## config.mk

```make
export PLATFORM = sky130hd
export DESIGN_NAME = mem_output_logic
export DESIGN_NICKNAME = d
export VERILOG_FILES = /design/src/rtl/mem_pkg.sv /design/src/rtl/load_formatter.sv /design/src/rtl/mem_output_logic.sv
export SDC_FILE = /design/constraint.sdc
export NUM_CORES = 1
export LEC_CHECK = 0
export BUFFER_PORTS_ARGS = -buffer_cell sky130_fd_sc_hd__buf_2
export CORE_MARGIN = 1.5
export CORE_UTILIZATION = 54
export DETAILED_ROUTE_END_ITERATION = 10
export PLACE_DENSITY = 0.94
export SLEW_MARGIN = 0
export SYNTH_ARGS = -nofsm -noshare
export SYNTH_HDL_FRONTEND = slang
export SYNTH_SLANG_ARGS = --single-unit
export TNS_END_PERCENT = 50
```

## constraint.sdc

```tcl
create_clock -name clk -period 2.42 [get_ports clk]
set_input_delay 0.121 -clock clk [delete_from_list [all_inputs] [get_ports clk]]
set_output_delay 0.121 -clock clk [all_outputs]
set_load 0.05 [all_outputs]
```

## src/rtl/mem_pkg.sv

```systemverilog
// Shared memory-path encodings, MMIO addresses and fill constants (load and store paths).
package mem_pkg;

    localparam int unsigned DATA_W           = 32;
    localparam int unsigned WADDR_W          = 15;
    localparam int unsigned READ_LATENCY_DEF = 1;

    typedef enum logic [1:0] {
        MEM_DISABLE   = 2'b00,
        MEM_READ_SEXT = 2'b01,
        MEM_READ_ZEXT = 2'b10,
        MEM_WRITE     = 2'b11
    } mem_op_e;

    typedef enum logic [1:0] {
        BYTE     = 2'b00,
        HALFWORD = 2'b01,
        WORD     = 2'b10
    } mem_size_e;

    localparam logic [WADDR_W-1:0] MMIO_IN_WADDR  = 15'h3FE;
    localparam logic [WADDR_W-1:0] MMIO_OUT_WADDR = 15'h3FF;

    localparam logic [DATA_W-1:0] MISALIGN_FILL = 32'hCAFE_BABE;
    localparam logic [DATA_W-1:0] UNMAPPED_FILL = 32'hDEAD_BEEF;

    // Per-request metadata carried alongside the BRAM read latency
    typedef struct packed {
        logic       valid;
        logic       sext;
        logic [1:0] size;
        logic [1:0] off;
        logic       is_mmio;
        logic       misal;
    } load_meta_t;

    // Size/offset combinations the lane layout cannot serve; size 2'b11 is never legal
    function automatic logic is_misaligned(input logic [1:0] size, input logic [1:0] off);
        logic res;
        case (size)
            BYTE:     res = 1'b0;
            HALFWORD: res = off[0];
            WORD:     res = (off != 2'b00);
            default:  res = 1'b1;
        endcase
        return res;
    endfunction

endpackage

```

## src/rtl/load_formatter.sv

```systemverilog
// Combinational lane extraction and sign/zero extension of one load result.
module load_formatter
    import mem_pkg::*;
(
    input  logic [DATA_W-1:0] src_i,
    input  logic              from_mmio_i,
    input  logic [1:0]        size_i,
    input  logic [1:0]        off_i,
    input  logic              sext_i,
    output logic [DATA_W-1:0] result_c_o
);

    logic [7:0]  byte_c;
    logic [15:0] half_c;
    logic [31:0] word_c;

    // BRAM lanes are byte-reversed relative to CPU order; the MMIO word is already native
    always_comb begin
        byte_c = 8'h00;
        half_c = 16'h0000;
        word_c = 32'h0000_0000;
        case (off_i)
            2'd0:    byte_c = src_i[7:0];
            2'd1:    byte_c = src_i[15:8];
            2'd2:    byte_c = src_i[23:16];
            default: byte_c = src_i[31:24];
        endcase
        if (from_mmio_i) begin
            half_c = off_i[1] ? src_i[31:16] : src_i[15:0];
            word_c = src_i;
        end else begin
            half_c = off_i[1] ? {src_i[23:16], src_i[31:24]} : {src_i[7:0], src_i[15:8]};
            word_c = {src_i[7:0], src_i[15:8], src_i[23:16], src_i[31:24]};
        end
    end

    // Extend the extracted field to a full word
    always_comb begin
        result_c_o = word_c;
        case (size_i)
            BYTE:     result_c_o = {{24{sext_i & byte_c[7]}}, byte_c};
            HALFWORD: result_c_o = {{16{sext_i & half_c[15]}}, half_c};
            default:  result_c_o = word_c;
        endcase
    end

endmodule

```

## src/rtl/mem_output_logic.sv

```systemverilog
// Load path: tracks reads through BRAM latency, formats the data and registers the result.
module mem_output_logic
    import mem_pkg::*;
#(
    parameter int unsigned READ_LATENCY = READ_LATENCY_DEF  // 1 or 2
) (
    input  logic              clk,
    input  logic              reset,
    input  logic [31:0]       addr,
    input  logic [1:0]        memOp,
    input  logic [1:0]        memSize,
    input  logic [31:0]       doutB,
    input  logic [31:0]       edgeIn,
    output logic [31:0]       loadData,
    output logic              loadValid,
    output logic              misaligned,
    output logic [31:0]       edgeSync
);

    load_meta_t        meta_d;
    load_meta_t        stage0_q;
    load_meta_t        meta_last;
    logic [31:0]       sync1_q;
    logic [31:0]       sync2_q;
    logic [31:0]       fmt_c;
    logic [31:0]       load_data_d;
    logic [31:0]       load_data_q;
    logic              load_valid_q;
    logic              misaligned_q;
    logic              unused_addr_c;

    assign unused_addr_c = ^addr[31:17];

    // Capture metadata for an accepted read; writes and idle cycles enter as invalid
    always_comb begin
        meta_d         = '0;
        meta_d.valid   = (memOp == MEM_READ_SEXT) || (memOp == MEM_READ_ZEXT);
        meta_d.sext    = (memOp == MEM_READ_SEXT);
        meta_d.size    = memSize;
        meta_d.off     = addr[1:0];
        meta_d.is_mmio = (addr[16:2] == MMIO_IN_WADDR);
        meta_d.misal   = is_misaligned(memSize, addr[1:0]);
    end

    // First metadata stage; reset drops anything in flight
    always_ff @(posedge clk) begin
        if (reset) begin
            stage0_q <= '0;
        end else begin
            stage0_q <= meta_d;
        end
    end

    generate
        if (READ_LATENCY >= 2) begin : g_lat2
            load_meta_t stage1_q;

            // Second metadata stage for a two-cycle BRAM
            always_ff @(posedge clk) begin
                if (reset) begin
                    stage1_q <= '0;
                end else begin
                    stage1_q <= stage0_q;
                end
            end

            assign meta_last = stage1_q;
        end else begin : g_lat1
            assign meta_last = stage0_q;
        end
    endgenerate

    // Two-flop synchronizer for the asynchronous external input word
    always_ff @(posedge clk) begin
        if (reset) begin
            sync1_q <= '0;
            sync2_q <= '0;
        end else begin
            sync1_q <= edgeIn;
            sync2_q <= sync1_q;
        end
    end

    load_formatter u_formatter (
        .src_i       (meta_last.is_mmio ? sync2_q : doutB),
        .from_mmio_i (meta_last.is_mmio),
        .size_i      (meta_last.size),
        .off_i       (meta_last.off),
        .sext_i      (meta_last.sext),
        .result_c_o  (fmt_c)
    );

    // Next load result: hold unless a request retires; misaligned loads return the fill word
    always_comb begin
        load_data_d = load_data_q;
        if (meta_last.valid) begin
            load_data_d = meta_last.misal ? MISALIGN_FILL : fmt_c;
        end
    end

    // Output register
    always_ff @(posedge clk) begin
        if (reset) begin
            load_data_q  <= '0;
            load_valid_q <= 1'b0;
            misaligned_q <= 1'b0;
        end else begin
            load_data_q  <= load_data_d;
            load_valid_q <= meta_last.valid;
            misaligned_q <= meta_last.valid & meta_last.misal;
        end
    end

    assign loadData   = load_data_q;
    assign loadValid  = load_valid_q;
    assign misaligned = misaligned_q;
    assign edgeSync   = sync2_q;

endmodule

```

Word level (Yosys, flattened, before mapping)
Index checks and enable logic that the tools add are counted.
W data, S select, Z words.
{ "totals": {"regBits": 106, "latch_bits": 0, "ramBits": 0, "mem_bits_ro": 0, "out_inout_bits": 66, "elab_cells": 36, "mem_count": 0} }
{ "op_classes": {"addsub": 0, "multipliers": 0, "div_mod_pow": 0, "order_cmp": 0, "n_eq_ne": 8, "shift": 0, "mux": 9, "bitwise_logic": 3, "reduce_logical": 5} }
{ "ops": {"columns": ["cell", "count"], "rows": [
  ["$mux W32", 3],
  ["$pmux W32 S2", 1],
  ["$mux W16", 3],
  ["$pmux W8 S3", 1],
  ["$eq A15 B10 Y1 const B", 1],
  ["$eq A2 B1 Y1 const B", 4],
  ["$eq A2 B2 Y1 const B", 3],
  ["$logic_not A2 Y1", 3],
  ["$and A1 B1 Y1", 3],
  ["$pmux W1 S3", 1],
  ["$reduce_bool A2 Y1", 1],
  ["$logic_or A1 B1 Y1", 1]
]} }

Logic depth before layout (Yosys ltp)
Gate-level depths: netlist of the first run.
{ "logic_depth": {"depth_word": 6, "depth_mapped": 7, "ltp_nobuf": 4} }

Modules after synthesis
Synthesis of the first run repeated with hierarchy kept, for this count alone.
{ "hier_totals": {"hier_cells": 479, "hier_area_um2": 4835.9} }
{ "by_module_without_submodules": {"columns": ["module", "n_inst", "cells_per_inst", "area_per_inst_um2", "seq_area_each_um2"], "rows": [
  ["mem_output_logic", 1, 342, 3639.7, 2122.0],
  ["load_formatter", 1, 137, 1196.1, 0.0]
]} }

Least setup slack after synthesis of the first run
Ideal clock, no wire load.
{ "synth_timing": {"path_type": "register to register", "start": "register sync2_q[31] (netlist: edgeSync[31])", "end": "register load_data_q[20] (netlist: loadData[20])", "setup_ns": 0.091, "arrival_time_ns": 1.734, "setup_slack_ns": 0.595, "stages_incl_launch_ff": 6, "path_buffers": 1, "period_less_slack_ns": 1.825, "cell_sequence": "dfxtp_1 > mux2i_1 > a311oi_2 > nand4_2 > buf_2 > a311oi_1"} }
{ "synth_between": {"elab_chain_cells": 6, "elab_cells_between_ends": 8} }
{ "synth_rtl": {"columns": ["item", "line_no", "rtl"], "rows": [
  ["from (decl)", "mem_output_logic.sv:24", "logic [31:0] sync2_q;"],
  ["from (signal assigned)", "mem_output_logic.sv:80", "sync2_q <= sync1_q;"],
  ["$mux W32 *", "mem_output_logic.sv:85", ".src_i (meta_last.is_mmio ? sync2_q : doutB),"],
  ["$mux W16", "load_formatter.sv:29", "half_c = off_i[1] ? src_i[31:16] : src_i[15:0];"],
  ["$mux W16", "load_formatter.sv:28", "if (from_mmio_i) begin"],
  ["$and A1 B1 Y1", "load_formatter.sv:42", "HALFWORD: result_c_o = {{16{sext_i & half_c[15]}}, half_c};"],
  ["$pmux W32 S2 *", "load_formatter.sv:40", "case (size_i)"],
  ["$mux W32 *", "mem_output_logic.sv:97", "load_data_d = meta_last.misal ? MISALIGN_FILL : fmt_c;"],
  ["to (signal assigned)", "mem_output_logic.sv:108", "load_data_q <= load_data_d;"],
  ["to (decl)", "mem_output_logic.sv:27", "logic [31:0] load_data_q;"]
]} }
Every way passes the cells marked *; elsewhere a longest branch is shown, timed or not.
A chain may end at the register's enable or synchronous reset.

Worst setup path in the final report of the first run
{ "layout_timing": {"start": "register stage0_q (netlist bit meta_last[4])", "end": "register load_data_q[23] (netlist: loadData[23])"} }
{ "layout_between": {"elab_chain_cells": 3, "elab_cells_between_ends": 4} }
{ "layout_rtl": {"columns": ["item", "line_no", "rtl"], "rows": [
  ["from (decl)", "mem_output_logic.sv:21", "load_meta_t stage0_q;"],
  ["from (signal assigned)", "mem_output_logic.sv:50", "stage0_q <= meta_d;"],
  ["$eq A2 B1 Y1 / $logic_not A2 Y1 (equally long branches)", "load_formatter.sv:40", null],
  ["$pmux W32 S2 *", "load_formatter.sv:40", null],
  ["$mux W32 *", "mem_output_logic.sv:97", null]
]} }
Marked as above.

==> qor_table.md, run 1 <==
| Step | Result | This run |
| --- | --- | --- |
| run status | Outcome | finished, final reports clean |
| sta | Fin. max-slew vios | 0 |
| power | Sw Pwr | 1.19 mW |
| yosys | Sequential element share of the synthesized area | 44.1% |
| layout | Post-route cell area | 6220 sq um |
| layout | Non-Filler Instances | 736 |
| yosys | Post-synth EDFFs | 0 |
| global routing | Vias in the first global route | 4459 |
| sta | Fin crit share | 85.0% |
| sta | Final Hold Viols | 0 |
| clock tree | Clock tree from TritonCTS | built |
| setup path | Slowest library cell on the worst path | dfxtp_1 |
| placement | Worst setup slack after placement | 0.460 ns |
| setup path | Crit path launch type | flop |
| global routing | Global route overflow | 0 |
| floorplanning | Die Area | 9490 sq um |
| placement | Port Buf Inserts | 152 |
| routing | M1 wire length | 5.46 mm |
| setup path | Cell Chain, Critical Path | nor2b_1 > nand3_1 > a311oi_1 |
| global routing | Number of antenna violations at the first check in global routing | 2 |
| setup path | Sort of element at the end of the critical path | flop |
| power | Peak ir drop on the vdd network | 0.523 mV |
| routing | Metal2 WL | 7.46 mm |
| global routing | Global-route wire length before repair | 23.1 mm |
| global routing | Maximum number of pins on one net before global-route repair | 87 |
| power | Pwr per Cell Area | 615 nW/um^2 |
| clock tree | Post-CTS Hold Fix Bufs | 38 |
| yosys | Net Count, Synth | 549 |
| floorplanning | Area of the core | 8680 sq um |
| worst hold path | Worst hold start | memSize[0] |
| power | Leakage power figure | 2.57 nW |
| sta | Relative slew margins | 55.4% |
| routing | Final routed DRC violation total | 0 |
| routing | Drt total wl | 14.9 mm |
| sta | Tmin final | 2.06 ns |
| power | Comb pwr share | 20.6% |
| yosys | Post-synthesis instance area | 4810 sq um |
| clock tree | Clock latency reported for the late side of the worst-skew pair | 0.38 ns |
| layout | Most frequent standard cell in the layout excluding fill and tap cells | buf_2 |
| routing | Post-detailed-route via-to-cell ratio | 5.93 |
| sta | Setup TNS | 0 ns |
| setup path | Data arrival, critical path | 2.34 ns |
| yosys | Number of synthesized register bits | 106 |
| yosys | Post-synthesis cell count | 446 |
| routing | Residual antenna-violating net count after detailed routing | 0 |
| setup path | Timing startpoint of the critical path | meta_last[4] |
| power | Switching part of the total | 31.0% |
| sta | Setup repair after global routing missed its margin | false |
| yosys | Syn Area/Cell | 10.8 sq um |
| clock tree | Clock tree buffer depth | 2 |
| routing | Number of search-and-repair iterations in the first detailed-routing pass | 4 |
| placement | Post-placement cell count | 680 |
| placement | Placed cell area | 5640 sq um |
| yosys | Top-area cell type share of the netlist area | 44.1% |
| floorplanning | Boundary pin count | 168 |
| yosys | Flip-flop cell with the highest count after synthesis | dfxtp_1 |
| clock tree | Level count of the clock H-tree | 3 |
| clock tree | Clock tree root driver cell | clkbuf_8 |
| run | Max-cap viol count | 0 |
| sta | Final setup violation count | 0 |
| yosys | Distinct cell type count after synthesis | 37 |
| clock tree | Total setup buffers inserted after CTS | 0 |
| yosys | Count of yosys warnings during synthesis | 0 |
| layout | Post-layout utilization of the core | 71.7% |
| layout | Net count, final | 724 |
| layout | Area overhead of the layout relative to synthesis | 29.2% |
| power | Flop pwr share | 49.9% |
| yosys | Library cell occupying the most area in the post-synthesis netlist | dfxtp_1 |
| clock tree | Gates resized, CTS repair | 0 |
| clock tree | Sinks on the clock net | 106 |
| layout | Share of layout cells above drive strength 1 | 38.3% |
| sta | Actual transition at the worst max-transition pin | 0.667 ns |
| sta | Worst clock skew on the final layout | 0.00932 ns |
| routing | Highest layer used for signal routing | met4 |
| power | Part of the power in the clock network | 29.5% |
| global routing | Global-route usage over all layers | 31.3% |
| routing | Initial detailed-routing violation count | 417 |
| routing | Detail-routed net length per standard cell | 20.2 um |
| floorplanning | Die extent in x | 97.4 um |
| layout | Most frequent cells in the layout | buf_2, dfxtp_1, nor2b_1 |
| placement | Detailed placement HPWL | 9.38 mm |
| sta | Top achievable clock speed | 0.486 GHz |
| setup path | CP Class | reg2reg |
| clock tree | Num CTS Buffers | 9 |
| setup path | Worst reg2reg path startpoint | meta_last[4] |
| floorplanning | Initial core utilization | 55.5% |
| floorplanning | Height of the chip | 97.4 um |
| setup path | Highest fanout seen on the critical path | 16 |
| setup path | Critical path required time | 2.70 ns |
| power | Internal cell power | 2.64 mW |
| yosys | Biggest area contributors in the synthesized netlist | dfxtp_1, mux4_2, nor2b_1 |
| routing | Met3 routed WL | 1.43 mm |
| yosys | Share of synthesized flip-flops with an asynchronous set or reset | 0% |
| placement | Global placement routability congestion | 0.891 |
| clock tree | Clock slew at reported path FFs | 0.10 ns |
| setup path | CP bufs+invs | 0 |
| sta | Setup ws final | 0.363 ns |
| floorplanning | Num rows | 34 |
| worst hold path | Min-delay worst type | in2reg |
| routing | Vias after detailed routing | 4365 |
| setup path | Delay of the slowest cell on the worst path | 0.54 ns |
| setup path | Gate family responsible for the most delay along the worst path | simple AND/OR/NAND/NOR gates |
-- area by class of cell --
| class | instances | area (sq um) |
|---|---|---|
| Fill cell | 608 | 2460 |
| Antenna cell | 2 | 5.00 |
| Inverter | 2 | 7.51 |
| Clock inverter | 6 | 71.3 |
| Clock buffer | 10 | 128 |
| Sequential cell | 106 | 2130 |
| Tap cell | 108 | 135 |
| Timing Repair Buffer | 204 | 1280 |
| Multi-Input combinational cell | 298 | 2470 |
-- worst paths after layout --
check                       to  slack, ns  cells after the start
setup / recovery  loadData[23]       0.36                      3
hold / removal    meta_last[4]      0.008                      2
setup reg to reg  loadData[23]       0.36                      3
hold reg to reg    edgeSync[5]       0.45                      1
-- routing by layer --
| metal | GRT usage, % | up-vias |
|---|---|---|
| li1 | - | 1972 |
| met1 | 36.8 | 2079 |
| met4 | 14.2 | 0 |
| met5 | 0 | - |
| met2 | 53.2 | 263 |
| met3 | 8.78 | 51 |
-- registers in the layout, summed over array words and instances, names as in the netlist --
name and count:
meta_last 8, loadData 32, loadValid 1, edgeSync 32, sync1_q 32, misaligned 1
-- kinds of logic (layout without fill, tap and decap cells) --
| logic type | after synthesis | count (layout) | share of synthesized area [%] |
|---|---|---|---|
| other | 0 | 2 | 0 |
| adder cells (fa/ha/maj) | 1 | 1 | 0.260 |
| flip-flops | 106 | 106 | 44.1 |
| buffers and inverters | 42 | 222 | 4.70 |
| AND/OR/NAND/NOR | 145 | 145 | 16.3 |
| AO/OA/AOI/OAI | 80 | 80 | 11.8 |
| multiplexers | 72 | 72 | 22.8 |
-- power by group through the flow --
stage / Sequential, mW / Clock [mW] / Combinational [mW]
after floorplan: 2.13 / 0 / 0.304
after detailed placement: 1.94 / 0 / 0.719
after CTS: 1.90 / 1.10 / 0.767
after global placement: 1.94 / 0 / 0.702
final: 1.91 / 1.13 / 0.788
after global routing: 1.92 / 1.19 / 0.832
-- through the flow --
| stage | power, mW | hold WS (ns) |
|---|---|---|
| 2_1_floorplan | 2.43 | 0.249 |
| 3_3_place_gp | 2.64 | 0.328 |
| 3_5_place_dp | 2.66 | 0.333 |
| 4_1_cts | 3.77 | 0.00518 |
| 5_1_grt | 3.94 | 0.0395 |
| 6_report | 3.83 | 0.00827 |
-- synth_stat cells, types with 4 or more instances --
cell,n
nor2b_1,76
buf_2,6
dfxtp_1,106
a31oi_1,10
nor2_1,31
a221o_1,6
a21oi_1,32
nand2_1,17
buf_6,4
a31o_2,5
mux2i_1,21
mux2_2,23
buf_4,5
clkbuf_1,20
a311oi_1,11
nor3_1,9
mux4_2,28
a311o_1,4
No activity file was read; power rests on OpenSTA's default activity.
==> run 2, diff against run 1 <==
CORE_UTILIZATION = 45   (was 54)
PLACE_DENSITY = 0.85   (was 0.94)
clock period = 1.75 ns   (was 2.42 ns; I/O delays follow)
==> run 2 against run 1 <==
Against the previous run: the run now ends with negative setup slack left; worst hold slack better by 0.032 ns; utilization is 8.7 points lower; combinational power is 46% higher; sequential share of layout area is 1.6 points lower; via count is 2.2% higher; routed wire length is 0.66% lower; non-clock buffer count is 23 higher; global-route usage is 6.1 points lower; critical endpoint is now meta_last[1]; final cell count is 6.7% higher; sequential cell count stayed put; setup slack worse by 0.41 ns; clock power is 36% higher.
==> qor_table.md, run 2 (synthesis gave the netlist of run 1 again) <==
| Step | Result | This run |
| --- | --- | --- |
| sta | Fin crit share | 103% |
| setup path | Flop-to-flop setup slack | -0.01 ns |
| placement | Port Buf Inserts | 152 |
| layout | Post-layout utilization of the core | 63.0% |
| sta | Setup ws final | -0.0494 ns |
| sta | Worst clock skew on the final layout | 0.0147 ns |
| power | Peak ir drop on the vdd network | 0.726 mV |
| routing | Residual antenna-violating net count after detailed routing | 0 |
| floorplanning | Boundary pin count | 168 |
| placement | Detailed placement HPWL | 9.86 mm |
| floorplanning | Initial core utilization | 46.4% |
| clock tree | Sinks on the clock net | 106 |
| routing | Vias after detailed routing | 4461 |
| layout | Area overhead of the layout relative to synthesis | 35.6% |
| setup path | Critical path required time | 2.07 ns |
| layout | Diode insertion count for antenna repair | 0 |
| run status | Outcome | finished with violations |
| run status | Violations in the final reports | negative setup slack |
| power | Internal cell power | 3.68 mW |
| sta | Fin. max-slew vios | 0 |
| clock tree | Clock latency reported for the late side of the worst-skew pair | 0.38 ns |
| routing | Number of search-and-repair iterations in the first detailed-routing pass | 5 |
| routing | Initial detailed-routing violation count | 428 |
| setup path | Cell Chain, Critical Path | dlygate4sd3_1 > buf_2 > nand4_1 > dlygate4sd3_1 > nor3_1 > dlygate4sd3_1 |
| layout | Post-route cell area | 6530 sq um |
| routing | Post-detailed-route via-to-cell ratio | 5.68 |
| setup path | Delay of the slowest cell on the worst path | 0.57 ns |
| floorplanning | Die extent in x | 106 um |
| setup path | CP Class | in2reg |
| routing | Drt total wl | 14.8 mm |
| layout | Combined area of the multi-input logic cells | 2520 sq um |
| layout | Most frequent standard cell in the layout excluding fill and tap cells | buf_2 |
| layout | Net count, final | 747 |
| worst hold path | Min-delay worst type | in2reg |
| sta | Relative slew margins | 64.4% |
| setup path | Crit path launch type | input port |
| sta | Final Hold Viols | 0 |
| run | Max-cap viol count | 0 |
| clock tree | Num CTS Buffers | 9 |
| placement | Global placement routability congestion | 0.936 |
| floorplanning | Area of the core | 10400 sq um |
| setup path | Cell repeated most along the worst path | dlygate4sd3_1 |
| routing | Detail-routed net length per standard cell | 18.8 um |
| power | Final total power | 5.32 mW |
| power | Pwr per Cell Area | 815 nW/um^2 |
| floorplanning | Die Area | 11300 sq um |
| power | Sw Pwr | 1.64 mW |
| setup path | Slowest library cell on the worst path | dlygate4sd3_1 |
| clock tree | Clock tree root driver cell | clkbuf_8 |
| global routing | Maximum number of pins on one net before global-route repair | 49 |
| sta | Tmin final | 1.80 ns |
| global routing | Global-route usage over all layers | 25.2% |
| power | Flop pwr share | 49.5% |
| routing | Final routed DRC violation total | 0 |
| global routing | Global route overflow | 0 |
| setup path | Highest fanout seen on the critical path | 1 |
| sta | Final setup violation count | 2 |
| layout | Sequential cell area in the final layout | 2130 sq um |
| global routing | Number of antenna violations at the first check in global routing | 0 |
| layout | Share of layout cells above drive strength 1 | 42.2% |
| placement | Worst setup slack after placement | -0.0455 ns |
| clock tree | Level count of the clock H-tree | 3 |
| power | Switching part of the total | 30.9% |
| clock tree | Clock tree from TritonCTS | built |
| sta | Actual transition at the worst max-transition pin | 0.533 ns |
| setup path | Data arrival, critical path | 2.12 ns |
| power | Leakage power figure | 2.72 nW |
| clock tree | Clock slew at reported path FFs | 0.10 ns |
| clock tree | Clock tree buffer depth | 2 |
| layout | Most frequent cells in the layout | buf_2, dfxtp_1, nor2b_1 |
| sta | Setup TNS | -0.0600 ns |
| floorplanning | Num rows | 37 |
| sta | Setup repair after global routing missed its margin | true |
| placement | Placed cell area | 5820 sq um |
| global routing | Vias in the first global route | 4437 |
| floorplanning | Height of the chip | 106 um |
| power | Part of the power in the clock network | 29.0% |
| setup path | Gate family responsible for the most delay along the worst path | buffers and inverters |
| layout | Number of fill cells | 777 |
| power | Comb pwr share | 21.5% |
| sta | Top achievable clock speed | 0.556 GHz |
| setup path | CP bufs+invs | 4 |
| global routing | Global-route wire length before repair | 22.0 mm |
| setup path | Sort of element at the end of the critical path | flop |
[run 2: area by class of cell]
class | count | share of cell area, %
repair buffers | 227 | 23.1
multi-input cells | 298 | 38.5
inverters | 2 | 0.115
clock buffers | 9 | 1.90
well taps | 136 | 2.61
flip-flops and latches | 106 | 32.6
clock inverters | 7 | 1.17
[run 2: path summary, 6_finish.rpt]
kind                        to  cells after the start         start
hold / removal    meta_last[7]                      4      memOp[1]
hold reg to reg   edgeSync[14]                      1   sync1_q[14]
setup reg to reg  loadData[27]                      6  meta_last[1]
setup / recovery  meta_last[1]                      6       addr[5]
[run 2: power groups by stage]
stage	clock network, mW	registers, mW	logic [mW]
4_1_cts	1.55	2.63	1.10
3_3_place_gp	0	2.68	1.00
5_1_grt	1.66	2.65	1.20
2_1_floorplan	0	2.95	0.421
3_5_place_dp	0	2.69	1.03
6_report	1.54	2.63	1.15
[run 2: timing repair]
item / in CTS / in global routing
endpoints found under the hold margin: 39 / 0
setup buffers: 1 / 3
setup endpoints to repair: 11 / 17
gates resized for setup: 0 / 17
hold buffers: 40 / 0
pin swaps: 1 / 3
[run 2: worst min-delay path, delay by kind of cell]
kind          cells  cell delay (ns)
simple gates      1             0.05
fa+ha+maj         1             0.11
buf+inv           2             0.13
[run 2: routing by layer]
metal	part of all wire, %	track usage, %	vias up
met5	0	0	-
met4	4.6	12.8	0
met3	8.6	7.30	55
met2	49	42.6	267
met1	38	29.0	2126
li1	-	-	2013
[run 2: per-stage QoR]
step	hold slack [ns]	cells
after floorplan	0.216	446
after global placement	0.296	725
after detailed placement	0.300	725
after CTS	0.0311	782
after global routing	0.0644	785
final	0.0408	785
==> run 3, diff against run 2 <==
TNS_END_PERCENT = not set   (was 50)
==> run 3 against run 2 <==
Against the previous run: the run still ends with negative setup slack left; sequential share of layout area shrank 0.12 points; critical path depth stayed put; routed wire length increased by 0.85%; clock power is essentially flat; non-clock buffer count increased by 2; clock skew up 0.0014 ns; utilization rose by 0.30 points; sequential cell count unchanged; count of clock-buffer cells in the layout unchanged; final cell count up 0.25%; largest power group unchanged.
==> qor_table.md, run 3 (synthesis gave the netlist of run 1 again) <==
| Step | Result | This run |
| --- | --- | --- |
| sta | Setup repair after global routing missed its margin | true |
| power | Leakage power figure | 2.74 nW |
| sta | Final Hold Viols | 0 |
| placement | Port Buf Inserts | 152 |
| layout | Number of fill cells | 775 |
| worst hold path | Worst hold start | memOp[1] |
| sta | Setup ws final | -0.0464 ns |
| floorplanning | Die Area | 11300 sq um |
| clock tree | Num CTS Buffers | 9 |
| power | Pwr per Cell Area | 812 nW/um^2 |
| routing | Detail-routed net length per standard cell | 18.9 um |
| routing | Number of search-and-repair iterations in the first detailed-routing pass | 5 |
| layout | Most frequent standard cell in the layout excluding fill and tap cells | buf_2 |
| placement | Post-placement cell count | 725 |
| setup path | Worst Reg-to-Reg Cells | 6 |
| global routing | Number of antenna violations at the first check in global routing | 0 |
| layout | Most frequent cells in the layout | buf_2, dfxtp_1, nor2b_1 |
| clock tree | Clock slew at reported path FFs | 0.10 ns |
| layout | Post-route cell area | 6560 sq um |
| placement | Detailed placement HPWL | 9.86 mm |
| setup path | Delay of the slowest cell on the worst path | 0.57 ns |
| placement | Global placement routability congestion | 0.936 |
| setup path | Crit path launch type | input port |
| run status | Outcome | finished with violations |
| setup path | Data arrival, critical path | 2.11 ns |
| floorplanning | Height of the chip | 106 um |
| power | Peak ir drop on the vdd network | 0.720 mV |
| routing | Post-detailed-route via-to-cell ratio | 5.70 |
| sta | Relative slew margins | 65.8% |
| setup path | Cell Chain, Critical Path | dlygate4sd3_1 > buf_2 > nand4_1 > dlygate4sd3_1 > nor3_1 > dlygate4sd3_1 |
| clock tree | Clock latency reported for the late side of the worst-skew pair | 0.38 ns |
| placement | Placed cell area | 5820 sq um |
| clock tree | Clock tree root driver cell | clkbuf_8 |
| routing | Final routed DRC violation total | 0 |
| worst hold path | Hold Crit Depth | 4 |
| layout | Area overhead of the layout relative to synthesis | 36.3% |
| sta | Tmin final | 1.80 ns |
| setup path | Timing startpoint of the critical path | addr[5] |
| floorplanning | Boundary pin count | 168 |
| sta | Fin. max-slew vios | 0 |
| global routing | Global-route wire length before repair | 22.0 mm |
| sta | Actual transition at the worst max-transition pin | 0.513 ns |
| sta | Final setup violation count | 1 |
| clock tree | Sinks on the clock net | 106 |
| setup path | Cell repeated most along the worst path | dlygate4sd3_1 |
| sta | Worst clock skew on the final layout | 0.0161 ns |
| routing | Vias after detailed routing | 4488 |
| setup path | Flop-to-flop setup slack | 0 ns |
| setup path | Worst reg2reg endpoint | loadData[27] |
| worst hold path | Hold-critical path endpoint | meta_last[7] |
| clock tree | Level count of the clock H-tree | 3 |
| worst hold path | Min-delay worst type | in2reg |
| routing | Drt total wl | 14.9 mm |
| setup path | CP Class | in2reg |
| layout | Diode insertion count for antenna repair | 0 |
| global routing | Vias in the first global route | 4437 |
| run | Max-cap viol count | 0 |
| clock tree | Clock tree from TritonCTS | built |
| floorplanning | Initial core utilization | 46.4% |
| routing | Initial detailed-routing violation count | 398 |
| clock tree | Clock tree buffer depth | 2 |
| setup path | Slowest library cell on the worst path | dlygate4sd3_1 |
| layout | Share of layout cells above drive strength 1 | 42.2% |
| global routing | Global route overflow | 0 |
| sta | Top achievable clock speed | 0.557 GHz |
| setup path | Critical path required time | 2.07 ns |
| setup path | Worst reg2reg path startpoint | meta_last[1] |
| sta | Fin crit share | 103% |
| setup path | Sort of element at the end of the critical path | flop |
| setup path | Highest fanout seen on the critical path | 1 |
| floorplanning | Die extent in x | 106 um |
| floorplanning | Num rows | 37 |
| run status | Violations in the final reports | negative setup slack |
| global routing | Global-route usage over all layers | 25.2% |
| floorplanning | Area of the core | 10400 sq um |
| global routing | Maximum number of pins on one net before global-route repair | 49 |
| layout | Non-Filler Instances | 787 |
| layout | Net count, final | 749 |
| routing | Residual antenna-violating net count after detailed routing | 0 |
## run 3: report_power, final
group          switching, mW  internal, mW
clock                  0.868         0.674
combinational          0.682         0.466
sequential            0.0934          2.54
## run 3: layout make-up
type	count	area, sq um	share of cell area, %
Multi-Input combinational cell	298	2510	38.3
Sequential cell	106	2130	32.5
Timing Repair Buffer	229	1540	23.5
Tap cell	136	170	2.59
Clock buffer	9	124	1.89
Clock inverter	7	76.3	1.16
Inverter	2	7.51	0.114
## run 3: worst max path at each step
stage	slack, ns	to
floorplan	0.02	loadData[20]
global placement	0.05	loadData[5]
detailed placement	-0.05	loadData[22]
CTS	0.01	loadData[22]
global route	-0.09	meta_last[1]
finish	-0.05	meta_last[1]
## run 3: per-layer routing
metal,vias up,track usage [%],part of all wire [%]
met5,-,0,0
met4,0,12.8,5.0
met3,66,7.30,8.6
met2,283,42.6,49
met1,2123,29.0,37
li1,2016,-,-
## run 3: what timing repair did
item	CTS	global route
gates resized for setup	0	17
endpoints found under the setup margin	11	17
cloned	0	1
hold endpoints to repair	39	0
setup buffers	1	4
hold buffers	40	0
pin swaps	1	3
## run 3: worst max-delay path, delay by kind of cell
family                 cells  cell delay, ns
buffers and inverters      4            1.78
AND/OR/NAND/NOR            2            0.23
## run 3: through the flow
step / worst slack [ns] / power (mW) / TNS, ns / hold WS (ns) / util (%)
detailed placement: -0.0455 / 3.71 / -0.116 / 0.300 / 56.1
floorplan: 0.0200 / 3.37 / 0 / 0.216 / -
global placement: 0.0540 / 3.68 / 0 / 0.296 / 56.1
global route: -0.0868 / 5.52 / -0.639 / 0.0644 / 63.3
finish: -0.0464 / 5.33 / -0.0464 / 0.0407 / 63.3
CTS: 0.0146 / 5.28 / 0 / 0.0311 / 62.0
